## src/rtl/countdown_sequencer.sv

```systemverilog
// -----------------------------------------------------------------------------
// countdown_sequencer
//
// Sequences the pre-round "3, 2, 1, FIGHT" overlay and generates the sprite
// ROM address for a 64x64 sprite drawn 2x-scaled into a 128x128 screen window.
// Video frames are counted from the pixel (0,0) position. Each digit is shown
// for FRAMES_PER_STEP frames and FIGHT for FIGHT_FRAMES frames. Player controls
// are released when FIGHT begins.
//
// Build option:
//   COUNTDOWN_PAUSE_EN  when defined, pause=1 freezes the countdown (frame ticks
//                       are ignored) while the overlay keeps drawing. When
//                       undefined, the pause port is present but has no effect.
//
// Ports:
//   vga_clk      in   1   pixel clock, all state updates on posedge
//   reset_n      in   1   asynchronous active-low reset
//   DrawX        in  10   current pixel column
//   DrawY        in  10   current pixel row
//   start        in   1   one-cycle request to begin the countdown
//   abort        in   1   level, forces IDLE
//   pause        in   1   level, freezes the countdown (pause build only)
//   sprite_sel   out  2   0=digit 3, 1=digit 2, 2=digit 1, 3=FIGHT
//   sprite_on    out  1   registered: pixel inside window while busy
//   rom_address  out 12   registered 64x64 sprite ROM address
//   fight_pulse  out  1   one-cycle pulse on the first FIGHT cycle
//   controls_en  out  1   high in FIGHT and DONE
//   busy         out  1   high in CD3, CD2, CD1 and FIGHT
// -----------------------------------------------------------------------------
module countdown_sequencer #(
  parameter int FRAMES_PER_STEP = 60,
  parameter int FIGHT_FRAMES    = 30,
  parameter int SPR_X           = 256,
  parameter int SPR_Y           = 176
) (
  input  logic        vga_clk,
  input  logic        reset_n,
  input  logic [9:0]  DrawX,
  input  logic [9:0]  DrawY,
  input  logic        start,
  input  logic        abort,
  input  logic        pause,
  output logic [1:0]  sprite_sel,
  output logic        sprite_on,
  output logic [11:0] rom_address,
  output logic        fight_pulse,
  output logic        controls_en,
  output logic        busy
);

  // ---------------------------------------------------------------------------
  // Derived constants
  // ---------------------------------------------------------------------------
  localparam int MAX_FRAMES = (FRAMES_PER_STEP > FIGHT_FRAMES) ?
                              FRAMES_PER_STEP : FIGHT_FRAMES;
  localparam int CNT_W      = $clog2(MAX_FRAMES + 1);

  localparam logic [CNT_W-1:0] STEP_LAST  = CNT_W'(FRAMES_PER_STEP - 1);
  localparam logic [CNT_W-1:0] FIGHT_LAST = CNT_W'(FIGHT_FRAMES - 1);

  // Window bounds are compared at 11 bits so SPR_X+128 cannot wrap.
  localparam logic [10:0] WIN_X_LO = 11'(SPR_X);
  localparam logic [10:0] WIN_X_HI = 11'(SPR_X + 128);
  localparam logic [10:0] WIN_Y_LO = 11'(SPR_Y);
  localparam logic [10:0] WIN_Y_HI = 11'(SPR_Y + 128);

  localparam logic [9:0]  ORG_X    = 10'(SPR_X);
  localparam logic [9:0]  ORG_Y    = 10'(SPR_Y);

  typedef enum logic [2:0] {
    S_IDLE  = 3'd0,
    S_CD3   = 3'd1,
    S_CD2   = 3'd2,
    S_CD1   = 3'd3,
    S_FIGHT = 3'd4,
    S_DONE  = 3'd5
  } state_e;

  // ---------------------------------------------------------------------------
  // State
  // ---------------------------------------------------------------------------
  state_e             state_q, state_d;
  logic [CNT_W-1:0]   frame_cnt_q, frame_cnt_d;
  logic               frame_tick_q;
  logic               fight_pulse_q, fight_pulse_d;
  logic               sprite_on_q, sprite_on_d;
  logic [11:0]        rom_address_q, rom_address_d;

  logic               tick_en;
  logic               win;
  logic [9:0]         dx, dy;
  logic [9:0]         half_x, half_y;

  // ---------------------------------------------------------------------------
  // Frame tick: one cycle, the cycle after pixel (0,0) is presented
  // ---------------------------------------------------------------------------
  always_ff @(posedge vga_clk or negedge reset_n) begin
    if (!reset_n) begin
      frame_tick_q <= 1'b0;
    end else begin
      frame_tick_q <= (DrawX == 10'd0) && (DrawY == 10'd0);
    end
  end

`ifdef COUNTDOWN_PAUSE_EN
  // Pause only masks the tick, so start/abort still act immediately.
  assign tick_en = frame_tick_q && !pause;
`else
  logic unused_pause;
  assign unused_pause = pause;
  assign tick_en      = frame_tick_q;
`endif

  // ---------------------------------------------------------------------------
  // Sequencer: next state and frame counter
  // ---------------------------------------------------------------------------
  always_comb begin
    state_d       = state_q;
    frame_cnt_d   = frame_cnt_q;
    fight_pulse_d = 1'b0;

    if (abort) begin
      state_d     = S_IDLE;
      frame_cnt_d = '0;
    end else if (start && ((state_q == S_IDLE) || (state_q == S_DONE))) begin
      // A tick arriving together with start is swallowed here.
      state_d     = S_CD3;
      frame_cnt_d = '0;
    end else if (tick_en) begin
      unique case (state_q)
        S_CD3: begin
          if (frame_cnt_q == STEP_LAST) begin
            state_d     = S_CD2;
            frame_cnt_d = '0;
          end else begin
            frame_cnt_d = frame_cnt_q + 1'b1;
          end
        end
        S_CD2: begin
          if (frame_cnt_q == STEP_LAST) begin
            state_d     = S_CD1;
            frame_cnt_d = '0;
          end else begin
            frame_cnt_d = frame_cnt_q + 1'b1;
          end
        end
        S_CD1: begin
          if (frame_cnt_q == STEP_LAST) begin
            state_d     = S_FIGHT;
            frame_cnt_d = '0;
          end else begin
            frame_cnt_d = frame_cnt_q + 1'b1;
          end
        end
        S_FIGHT: begin
          if (frame_cnt_q == FIGHT_LAST) begin
            state_d     = S_DONE;
            frame_cnt_d = '0;
          end else begin
            frame_cnt_d = frame_cnt_q + 1'b1;
          end
        end
        default: begin
          // IDLE and DONE do not count frames.
        end
      endcase
    end

    fight_pulse_d = (state_q == S_CD1) && (state_d == S_FIGHT);
  end

  always_ff @(posedge vga_clk or negedge reset_n) begin
    if (!reset_n) begin
      state_q       <= S_IDLE;
      frame_cnt_q   <= '0;
      fight_pulse_q <= 1'b0;
    end else begin
      state_q       <= state_d;
      frame_cnt_q   <= frame_cnt_d;
      fight_pulse_q <= fight_pulse_d;
    end
  end

  // ---------------------------------------------------------------------------
  // State decode
  // ---------------------------------------------------------------------------
  always_comb begin
    sprite_sel  = 2'd0;
    busy        = 1'b0;
    controls_en = 1'b0;
    unique case (state_q)
      S_CD3: begin
        sprite_sel = 2'd0;
        busy       = 1'b1;
      end
      S_CD2: begin
        sprite_sel = 2'd1;
        busy       = 1'b1;
      end
      S_CD1: begin
        sprite_sel = 2'd2;
        busy       = 1'b1;
      end
      S_FIGHT: begin
        sprite_sel  = 2'd3;
        busy        = 1'b1;
        controls_en = 1'b1;
      end
      S_DONE: begin
        controls_en = 1'b1;
      end
      default: begin
        // IDLE: everything low.
      end
    endcase
  end

  // ---------------------------------------------------------------------------
  // Pixel path: window test and 2x-scaled ROM address, one cycle of latency
  // ---------------------------------------------------------------------------
  always_comb begin
    win = ({1'b0, DrawX} >= WIN_X_LO) && ({1'b0, DrawX} < WIN_X_HI) &&
          ({1'b0, DrawY} >= WIN_Y_LO) && ({1'b0, DrawY} < WIN_Y_HI);

    // 10-bit offsets; only meaningful (and < 128) inside the window.
    dx     = DrawX - ORG_X;
    dy     = DrawY - ORG_Y;
    half_x = dx >> 1;
    half_y = dy >> 1;

    sprite_on_d   = win && busy;
    rom_address_d = win ? (12'(half_x) + (12'(half_y) << 6)) : 12'd0;
  end

  always_ff @(posedge vga_clk or negedge reset_n) begin
    if (!reset_n) begin
      sprite_on_q   <= 1'b0;
      rom_address_q <= 12'd0;
    end else begin
      sprite_on_q   <= sprite_on_d;
      rom_address_q <= rom_address_d;
    end
  end

  assign sprite_on   = sprite_on_q;
  assign rom_address = rom_address_q;
  assign fight_pulse = fight_pulse_q;

endmodule

```

## config.mk

```make
export PLATFORM = sky130hd
export DESIGN_NAME = countdown_sequencer
export DESIGN_NICKNAME = d
export VERILOG_FILES = /design/src/rtl/countdown_sequencer.sv
export SDC_FILE = /design/constraint.sdc
export NUM_CORES = 1
export LEC_CHECK = 0
export ABC_AREA = 1
export BUFFER_PORTS_ARGS = -buffer_cell sky130_fd_sc_hd__clkbuf_2
export CAP_MARGIN = 0
export CORE_MARGIN = 3
export CORE_UTILIZATION = 45
export DETAILED_ROUTE_END_ITERATION = 10
export PLACE_DENSITY = 0.71
export SETUP_SLACK_MARGIN = 0.05
export SYNTH_ARGS = -nofsm -noshare
export SYNTH_HDL_FRONTEND = slang
export SYNTH_SLANG_ARGS = --single-unit
```

## constraint.sdc

```tcl
create_clock -name vga_clk -period 3.5 [get_ports vga_clk]
set_input_delay 0.35 -clock vga_clk [delete_from_list [all_inputs] [get_ports vga_clk]]
set_output_delay 0.35 -clock vga_clk [all_outputs]
set_load 0.01 [all_outputs]
```

* Word-level counts from Yosys, hierarchy flattened
Cells that the tools add are included.
Operators by class: reduce and logical (&&, ||, !) cells 17, add/sub/neg operators 4, magnitude comparators 4, mux-type cells 18, equal/unequal tests 8
Operators with widths (count):
- $mux 6 | 5
- $mux 3 | 7
- $logic_not 10->1 | 2
- $lt 10x9->1 const B | 2
- $add 9x12->12 | 1
- $mux 12 | 1
- $pmux 3 s4 | 1
- $pmux 6 s2 | 1
- $ge 10x8->1 const B | 1
- $ge 10x9->1 const B | 1
- $sub 10x9->10 const B | 1
- $eq 3x3->1 const B | 3
- $logic_and 1x1->1 | 7
- $sub 7x6->7 const B | 1
- $add 6x1->6 const B | 1
- $eq 3x2->1 const B | 2
- $eq 6x5->1 const B | 1
- $eq 6x6->1 const B | 1
- $pmux 2 s3 | 1
- $reduce_bool 4->1 | 1
- $reduce_or 4->1 | 1
- $eq 3x1->1 const B | 1
- $logic_not 3->1 | 1
- $reduce_bool 3->1 | 1
- other kinds (5) | 6
Storage, ports and cells: output and inout port bits 18, input bits 25, bits in registers 24, logic and storage cells 57

* Logic depth before layout (Yosys ltp)
Gate-level depths: netlist (run 1).
word-level depth 8, mapped depth 11, gate-level depth less buffers 10

* Worst setup path before layout (run 1)
OpenSTA, ideal clock, no wires.
kind input-to-reg, from input port DrawX[8], to register rom_address_q[10], in the netlist rom_address[10], required time 3.428 ns, stages on the path 10, slack 1.715 ns, data arrival time 1.713 ns, path buffers 0, cells stage by stage inv_1 > ha_1 > inv_1 > ha_1 > inv_1 > or2_2 > a21oi_1 > xor2_1 > inv_1 > nor2_1
On the way: longest elaborated chain between the ends 5
RTL lines:
- start, declared | line 38 | input logic [9:0] DrawX,
- parallel branches: the longest is 4 deep, another holds $add 9x12->12
- $mux 12 (*) | line 232 | rom_address_d = win ? (12'(half_x) + (12'(half_y) << 6)) : 12'd0;
- via rom_address_d[10] | line 87 | logic [11:0] rom_address_q, rom_address_d;
- end signal, assigned | line 241 | rom_address_q <= rom_address_d;
- end, declared | line 87
Mark *: on every way through the listed nets, which the timed path passes. A chain may end at the register's enable or synchronous reset.

* Worst setup path in the final report (run 1)
Ends and elaborated chain as after synthesis.

==> results of run 1 <==
-- how the worst min path moves through the flow --
stage          slack, ps    start  cells past startpoint        endpoint
2_1_floorplan         50  reset_n                      0     fight_pulse
3_3_place_gp         380  reset_n                      1      state_q[2]
3_5_place_dp         380  reset_n                      1      state_q[2]
4_1_cts               20  reset_n                      1  frame_cnt_q[4]
5_1_grt               30  reset_n                      1  frame_cnt_q[4]
6_report              10  reset_n                      1      state_q[1]
-- routing by layer --
layer	GRT usage, %	routed length, microns
met1	19.5	1180
met2	26.3	1420
met3	3.74	204
met4	5.93	31
met5	0	0
-- sequential cells by signal (all words and copies together) (netlist names) --
register and count:
fight_pulse 1, frame_cnt_q 6, frame_tick_q 1, rom_address 12
sprite_on 1, state_q 3
-- cell families after synthesis --
family	share of synthesized area (%)
XOR/XNOR	2.34
adder cells (fa/ha/maj)	10.5
AO/OA/AOI/OAI	5.43
flip-flops	40.1
AND/OR/NAND/NOR	29.1
buffers and inverters	12.5
-- critical path, delay by kind of cell --
| kind | cells | cell delay, ps |
|---|---|---|
| adders and majority gates | 2 | 580 |
| and+or+nand+nor | 2 | 370 |
| buffers and inverters | 5 | 360 |
| xor gates and xnor gates | 1 | 170 |
| AOI/OAI and AO/OA | 1 | 160 |
-- power by group --
group / switching (mW) / total, mW / leakage (nW) / internal, mW
Sequential: 0.00512 / 0.289 / 0.331 / 0.284
Clock: 0.0796 / 0.195 / 0.0279 / 0.116
Combinational: 0.0614 / 0.101 / 0.691 / 0.0393
Total: 0.146 / 0.585 / 1.05 / 0.439
-- final cells by class --
type	count	area share (%)
clock buffers	3	1.26
clock inverters	1	1.68
inverters	43	9.17
multi-input cells	126	39.7
flip-flops and latches	24	33.6
well taps	44	3.08
repair buffers	41	11.5
-- synth_stat cells --
| cell type | number |
|---|---|
| a21oi_1 | 6 |
| buf_12 | 1 |
| clkbuf_1 | 1 |
| dfrtp_1 | 24 |
| fa_1 | 1 |
| ha_1 | 11 |
| inv_1 | 39 |
| inv_2 | 3 |
| inv_4 | 1 |
| nand2_1 | 30 |
| nand2_2 | 3 |
| nand2_4 | 3 |
| nand3_1 | 14 |
| nand3_2 | 2 |
| nand4_1 | 3 |
| nor2_1 | 34 |
| nor2_4 | 1 |
| nor3_1 | 2 |
| nor4_1 | 1 |
| o21ai_0 | 7 |
| o21ai_1 | 2 |
| o22ai_1 | 1 |
| or2_2 | 1 |
| xnor2_1 | 1 |
| xor2_1 | 3 |
-- through the flow --
stage	utilization [%]	power [mW]	worst slack, ps	cells
after floorplan	-	0.362	1720	195
after global placement	55.9	0.396	1440	278
after detailed placement	55.9	0.397	1420	278
after CTS	57.6	0.597	1760	282
after global routing	57.6	0.627	1680	282
final	57.6	0.585	1760	282
-- cells in the final DEF (no fill, tap or decap), drive strengths merged --
cell | synthesis | layout
clkbuf | 1 | 44
inv | 43 | 43
nand2 | 36 | 36
nor2 | 35 | 35
dfrtp | 24 | 24
nand3 | 16 | 16
ha | 11 | 11
o21ai | 9 | 9
a21oi | 6 | 6
nand4 | 3 | 3
xor2 | 3 | 3
nor3 | 2 | 2
or2 | 1 | 1
nor4 | 1 | 1
xnor2 | 1 | 1
o22ai | 1 | 1
fa | 1 | 1
bufinv | 0 | 1
==> impl_metrics.toml, run 1 <==
[outcome]
status = "finished, final reports clean"

[synth]
avgSynthCellArea_sq_um = 7.68
yosysSeqAreaShare_pct = 40.1
synth_top_area_cell = "dfrtp_1"
ys_types = 25
netlist_area_sq_um = 1500
yosysWarnings = 0
netlist_top_cells_area = "dfrtp_1 40%, inv_1 9.8%, ha_1 9.2%"
synth_seq_cells = 24
synth_fp_nets = 232
synth_top_area_share_pct = 40.1
synthCells = 195

[placed_design]
io_buffers = 41
placed_area_sq_um = 1730
gp_congestion = 0.862
post-dp-hpwl_microns = 2360

[timing]
setup_viol = 0
period_needed_ps = 1740
hold_slack_ps = 10.1
finalHoldViolCount = 0
relSlewSlack_pct = 61.4
slew_violations = 0
fmax_mhz = 574
fin_worst_skew_ps = 3.29
grt_setup_unrepaired = "false"
fin_setup_tns_ps = 0
fin_crit_sh_pct = 49.7
worstMarginPinSlew_ps = 579

[clock_tree]
clock_path_buffers = 2
cts_tree = "done"
post_cts_resized = 0
post-cts-setup-buffer-count = 0
clockRootBuffer = "clkbuf_4"
path_clk_slew_ps = 130
clk_latency_ps = 310
htreeDepth = 1
cts_sinks = 24
numCtsBuffers = 3
holdBufCountCts = 0

[finish]
syn_to_final_growth_pct = 19.3
fillCellCount = 327
multi_input_area_sq_um = 709
n_antenna_cell = 0
finalInstanceArea_sq_um = 1790
final-seq-area_sq_um = 601
num-nets-final = 276
drive_above_1_share_pct = 24.8

[worst_setup_path]
ff2ff_setup_slack_ps = 1970
worstSetupPathType = "input pin to flop"
crit_path_end = "rom_address[10]"
worstRegToRegCells = 8
timing.rr.start = "frame_cnt_q[0]"
worstSetupEndpointType = "flop"
cp_slowest_stage_delay_ps = 300
required_ps = 3740
crit_fanout = 4
crit_path_start_kind = "input pin"
crit_chain = "clkbuf_2 > inv_1 > ha_1 > inv_1 > ha_1 > inv_1 > or2_2 > a21oi_1 > xor2_1 > inv_1 > nor2_1"
crit-reg2reg-capture = "frame_cnt_q[5]"
crit_slowest_cell = "ha_1"
setup.worst_path.start = "DrawX[8]"
critical_path_arrival_ps = 1980
crit_path_frequent_cell = "inv_1"

[drt]
wirelength_microns = 2840
first_pass_iters = 6
via_per_inst = 4.67
vias = 1316
drt_iter0_drc = 39
drc_errors = 0
ant_nets = 0
routedWlPerCell_microns = 10.1

[pwr]
power.density_nw_per_um2 = 328
cellLeakagePower_nw = 1.05
max-vdd-ir-drop_v = 0.000181

[grt]
antenna_found_initial = 0
grt_pass1_vias = 1307
grt_max_degree = 25
grt_pass1_wl_microns = 5160
grtUsageTotal_pct = 15.7
grt_overflow = 0

[floorplanning]
die_area_sq_um = 4060
io_pins = 43
rows = 20
start_util_pct = 48.3
coreArea_sq_um = 3100
die_w_microns = 63.7
die_h_microns = 63.7

[job]
drv_cap = 0

[min_path]
hold_class = "input pin to async pin"
Power figures use the tool's default switching activity.
==> run 2: changes to the inputs <==
==> constraint.sdc (replaced) <==
create_clock -name vga_clk -period 1.65 [get_ports vga_clk]
set_input_delay 0.165 -clock vga_clk [delete_from_list [all_inputs] [get_ports vga_clk]]
set_output_delay 0.165 -clock vga_clk [all_outputs]
set_load 0.01 [all_outputs]
==> run 2 against run 1 <==
  * Die area did not move
  * Global-route usage rose by 0.62 points
  * Largest cell class unchanged
  * Critical path depth fell by 7
  * Wire length rose by 1.8%
  * Sequential power rose by 110%
  * Cell count rose by 3.2%
  * Utilization rose by 1.9 points
  * Count of clock-buffer cells in the layout did not move
  * Critical endpoint is now sprite_sel[1]
  * Sequential cell count did not move
  * Clock power rose by 24%
  * Via count rose by 2.7%
==> impl_metrics.toml, run 2 (synthesis gave the netlist of run 1 again) <==
[placed_design]
gp_congestion = 0.906
io_buffers = 41
numPlacedInstances = 286
post-dp-hpwl_microns = 2470
pre_cts_slack_ps = -67.9

[finish]
largest_reg_flops = 12
drive_above_1_share_pct = 27.5
final_cell_mix = "41 x clkbuf_2, 39 x inv_1, 34 x nor2_1"
n_antenna_cell = 0
fillCellCount = 318
final_cells = 291
num-nets-final = 286
final_common_cell = "clkbuf_2"
multi_input_area_sq_um = 717
syn_to_final_growth_pct = 23.1
final-seq-area_sq_um = 601

[timing]
grt_setup_unrepaired = "false"
fin_crit_sh_pct = 90.0
worstMarginPinSlew_ps = 578
setup_viol = 0
period_needed_ps = 1480
finalHoldViolCount = 0
relSlewSlack_pct = 61.5
fin_ws_ps = 166
fmax_mhz = 674
fin_worst_skew_ps = 4.49
slew_violations = 0

[drt]
first_pass_iters = 4
drc_errors = 0
vias = 1351
via_per_inst = 4.64
drt_iter0_drc = 90
wirelength_microns = 2890
routedWlPerCell_microns = 9.91
ant_nets = 0

[clock_tree]
clockRootBuffer = "clkbuf_4"
cts_tree = "done"
path_clk_slew_ps = 120
htreeDepth = 1
clk_latency_ps = 300
clock_path_buffers = 2
numCtsBuffers = 3
cts_sinks = 24

[grt]
antenna_found_initial = 0
grt_max_degree = 25
grtUsageTotal_pct = 16.3
grt_pass1_vias = 1261
grt_pass1_wl_microns = 5380
grt_overflow = 0

[worst_setup_path]
crit_slowest_cell = "dfrtp_1"
critical_path_arrival_ps = 1320
worstSetupPathType = "flop to output port"
required_ps = 1480
crit_chain = "inv_2 > nand2_1 > o21ai_0 > clkbuf_2"
cp_slowest_stage_delay_ps = 440
worstSetupEndpointType = "output port"
crit_path_start_kind = "flop"
crit_fanout = 5

[min_path]
hold_class = "input pin to flop"

[floorplanning]
start_util_pct = 48.3
io_pins = 43
die_area_sq_um = 4060
coreArea_sq_um = 3100
rows = 20
die_w_microns = 63.7
die_h_microns = 63.7

[pwr]
power.density_nw_per_um2 = 590
max-vdd-ir-drop_v = 0.000244
cellLeakagePower_nw = 1.08

[outcome]
status = "finished, final reports clean"

[job]
drv_cap = 0
[run 2: power by group]
part,switching [mW],total [mW],leakage (nW),internal (mW)
logic,0.133,0.233,0.738,0.0995
clock network,0.156,0.241,0.0138,0.0849
registers,0.0117,0.615,0.331,0.603
[run 2: metal layers]
layer | wire length [microns] | track usage, % | vias to the layer above
met5 | 0 | 0 | -
met1 | 1330 | 20.7 | 608
met4 | 31 | 5.39 | 0
li1 | - | - | 707
met3 | 139 | 3.21 | 4
met2 | 1390 | 27.8 | 32
[run 2: worst max-delay path: cells and delay by family (launching register included)]
| kind | cells | cell delay (ps) |
|---|---|---|
| flops | 1 | 440 |
| buf+inv | 2 | 300 |
| compound gates | 1 | 180 |
| simple gates | 1 | 110 |
[run 2: worst paths after layout]
check | slack (ps) | endpoint | depth (start not counted) | from
min in group asynchronous | 380 | state_q[0] | 2 | reset_n
max in group asynchronous | 890 | rom_address[1] | 2 | reset_n
worst max register to register | 230 | state_q[0] | 9 | frame_cnt_q[0]
worst min-delay path | 70 | rom_address[3] | 3 | DrawX[4]
worst max-delay path | 170 | sprite_sel[1] | 4 | state_q[2]
worst min register to register | 590 | frame_cnt_q[5] | 2 | frame_cnt_q[5]
[run 2: final cells by class]
type | count | area share (%)
multi-input combinational | 126 | 38.9
inverter | 43 | 8.89
sequential | 24 | 32.6
timing repair buffer | 51 | 15.5
tap | 44 | 2.99
clock buffer | 3 | 1.22
[run 2: metrics by stage]
step           util [%]  cell area [sq um]  TNS [ps]  total power [mW]  hold WS [ps]
6_report           59.4               1840         0              1.09          70.4
5_1_grt            59.4               1840         0              1.18          35.6
4_1_cts            58.9               1830         0              1.10          4.49
3_5_place_dp       57.8               1790     -67.9             0.859           197
3_3_place_gp       57.8               1790     -56.7             0.854           196
2_1_floorplan         -               1500         0             0.769          -131
[run 2: timing repair]
item | CTS | global route
hold buffers | 1 | 1
buffers inserted | 0 | 0
hold endpoints to repair | 24 | 1
setup endpoints to repair | 0 | 7
resized for setup | 0 | 2
==> run 3: changes to the inputs <==
==> constraint.sdc (replaced) <==
create_clock -name vga_clk -period 1.7 [get_ports vga_clk]
set_input_delay 0.17 -clock vga_clk [delete_from_list [all_inputs] [get_ports vga_clk]]
set_output_delay 0.17 -clock vga_clk [all_outputs]
set_load 0.01 [all_outputs]
==> run 3 against run 2 <==
  * Clock power increased by 22%
  * Utilization decreased by 0.60 points
  * Sequential cell count unchanged
  * Sequential share of layout area increased by 0.33 points
  * Total power increased by 2.3%
  * Largest cell class unchanged
  * Wire length increased by 1.2%
  * Critical endpoint unchanged
==> impl_metrics.toml, run 3 (synthesis gave the netlist of run 1 again) <==
[outcome]
status = "finished, final reports clean"

[worst_setup_path]
critical_path_arrival_ps = 1310
critical_path_depth = 4
crit_chain = "inv_2 > nand2_1 > o21ai_0 > clkbuf_2"
crit-reg2reg-capture = "frame_cnt_q[3]"
timing.rr.start = "frame_cnt_q[0]"
cp_top_family = "flip-flops"
path_buf_inv = 2
crit_slowest_cell = "dfrtp_1"
crit_path_start_kind = "flop"
ff2ff_setup_slack_ps = 240
required_ps = 1530
setup.worst_path.start = "state_q[2]"
crit_path_end = "sprite_sel[1]"
worstSetupPathType = "flop to output port"
worstRegToRegCells = 8
cp_slowest_stage_delay_ps = 440
worstSetupEndpointType = "output port"
crit_fanout = 5

[clock_tree]
path_clk_slew_ps = 130
clk_latency_ps = 310
htreeDepth = 1
post_cts_resized = 0
cts_sinks = 24
cts_tree = "done"
clockRootBuffer = "clkbuf_4"
numCtsBuffers = 3
clock_path_buffers = 2

[finish]
final_cell_mix = "41 x clkbuf_2, 39 x inv_1, 34 x nor2_1"
syn_to_final_growth_pct = 21.9
num-nets-final = 283
utilization_pct = 58.8
fillCellCount = 325
final_common_cell = "clkbuf_2"
final_cells = 289
finalInstanceArea_sq_um = 1830
largest_reg_flops = 12
n_antenna_cell = 0
drive_above_1_share_pct = 26.5

[grt]
grt_pass1_wl_microns = 5120
use_met2_pct = 26.9
grt_pass1_vias = 1220
grtUsageTotal_pct = 15.9
antenna_found_initial = 0
grt_max_degree = 25
use_met1_pct = 20.7
use_met3_pct = 3.39
grt_busiest_layer = "met2"
grt_overflow = 0

[min_path]
hold_class = "input pin to flop"

[drt]
via_per_inst = 4.49
first_pass_iters = 4
wirelength_microns = 2920
drt_iter0_drc = 47
vias = 1298
routedWlPerCell_microns = 10.1
ant_nets = 0
drc_errors = 0

[pwr]
cellLeakagePower_nw = 1.08
max-vdd-ir-drop_v = 0.000266
power_mw = 1.11
power.density_nw_per_um2 = 610

[timing]
worstMarginPinSlew_ps = 600
hold_slack_ps = 9.41
slew_violations = 0
fmax_mhz = 675
fin_ws_ps = 219
grt_setup_unrepaired = "false"
setup_viol = 0
fin_worst_skew_ps = 2.20
fin_crit_sh_pct = 87.1
period_needed_ps = 1480
fin_setup_tns_ps = 0
finalHoldViolCount = 0
relSlewSlack_pct = 60.0

[floorplanning]
io_pins = 43
rows = 20
die_w_microns = 63.7
die_h_microns = 63.7
start_util_pct = 48.3
die_area_sq_um = 4060
coreArea_sq_um = 3100

[placed_design]
io_buffers = 41
numPlacedInstances = 284
pre_cts_slack_ps = -25.9
placed_area_sq_um = 1780
gp_congestion = 0.868
post-dp-hpwl_microns = 2480

[job]
drv_cap = 0
## run 3: changes by cell type in the layout (fill, tap and decap cells not counted)
| cell | previous run | this run |
|---|---|---|
| nand3_2 | 3 | 2 |
| nand3_1 | 13 | 14 |
| dlygate4sd3_1 | 2 | 1 |
| ha_1 | 10 | 11 |
| clkbuf_8 | 0 | 1 |
| buf_4 | 8 | 6 |
| ha_2 | 1 | 0 |
## run 3: layer usage
metal / vias to the layer above / share of wire (%)
met2: 24 / 49
met5: - / 0
met1: 575 / 45
met4: 0 / 0.48
li1: 697 / -
met3: 2 / 5.0
## run 3: worst register-to-register path, cell delays in order, from the launching register on
cell and delay, ps:
dfrtp_1 410, ha_1 270, nand2_1 80, nor2_1 150
nand2_1 90, nand3_1 180, nand2_4 70, nand2_1 70
nor2_1 40
## run 3: how the worst min path moves through the flow
stage	cells past startpoint	from	slack (ps)	endpoint
2_1_floorplan	0	reset_n	-130	fight_pulse
3_3_place_gp	1	reset_n	200	state_q[1]
3_5_place_dp	1	reset_n	200	state_q[1]
4_1_cts	2	abort	6	state_q[0]
5_1_grt	2	abort	10	state_q[0]
6_report	2	abort	9	state_q[0]
## run 3: area by class of cell
class                           count  area (sq um)  share of cell area, %
Clock buffer                        4          36.3                   1.99
Inverter                           43           164                   8.98
Multi-Input combinational cell    126           709                   38.9
Sequential cell                    24           601                   32.9
Tap cell                           44          55.1                   3.02
Timing Repair Buffer               48           260                   14.3
## run 3: timing repair
action | 4_1_cts | 5_1_grt
hold buffers | 1 | 0
setup buffers | 0 | 0
hold endpoints to repair | 24 | 0
## run 3: power breakdown
part	total, mW	internal [mW]	switching [mW]
clock network	0.295	0.131	0.165
logic	0.222	0.0921	0.130
registers	0.596	0.585	0.0109
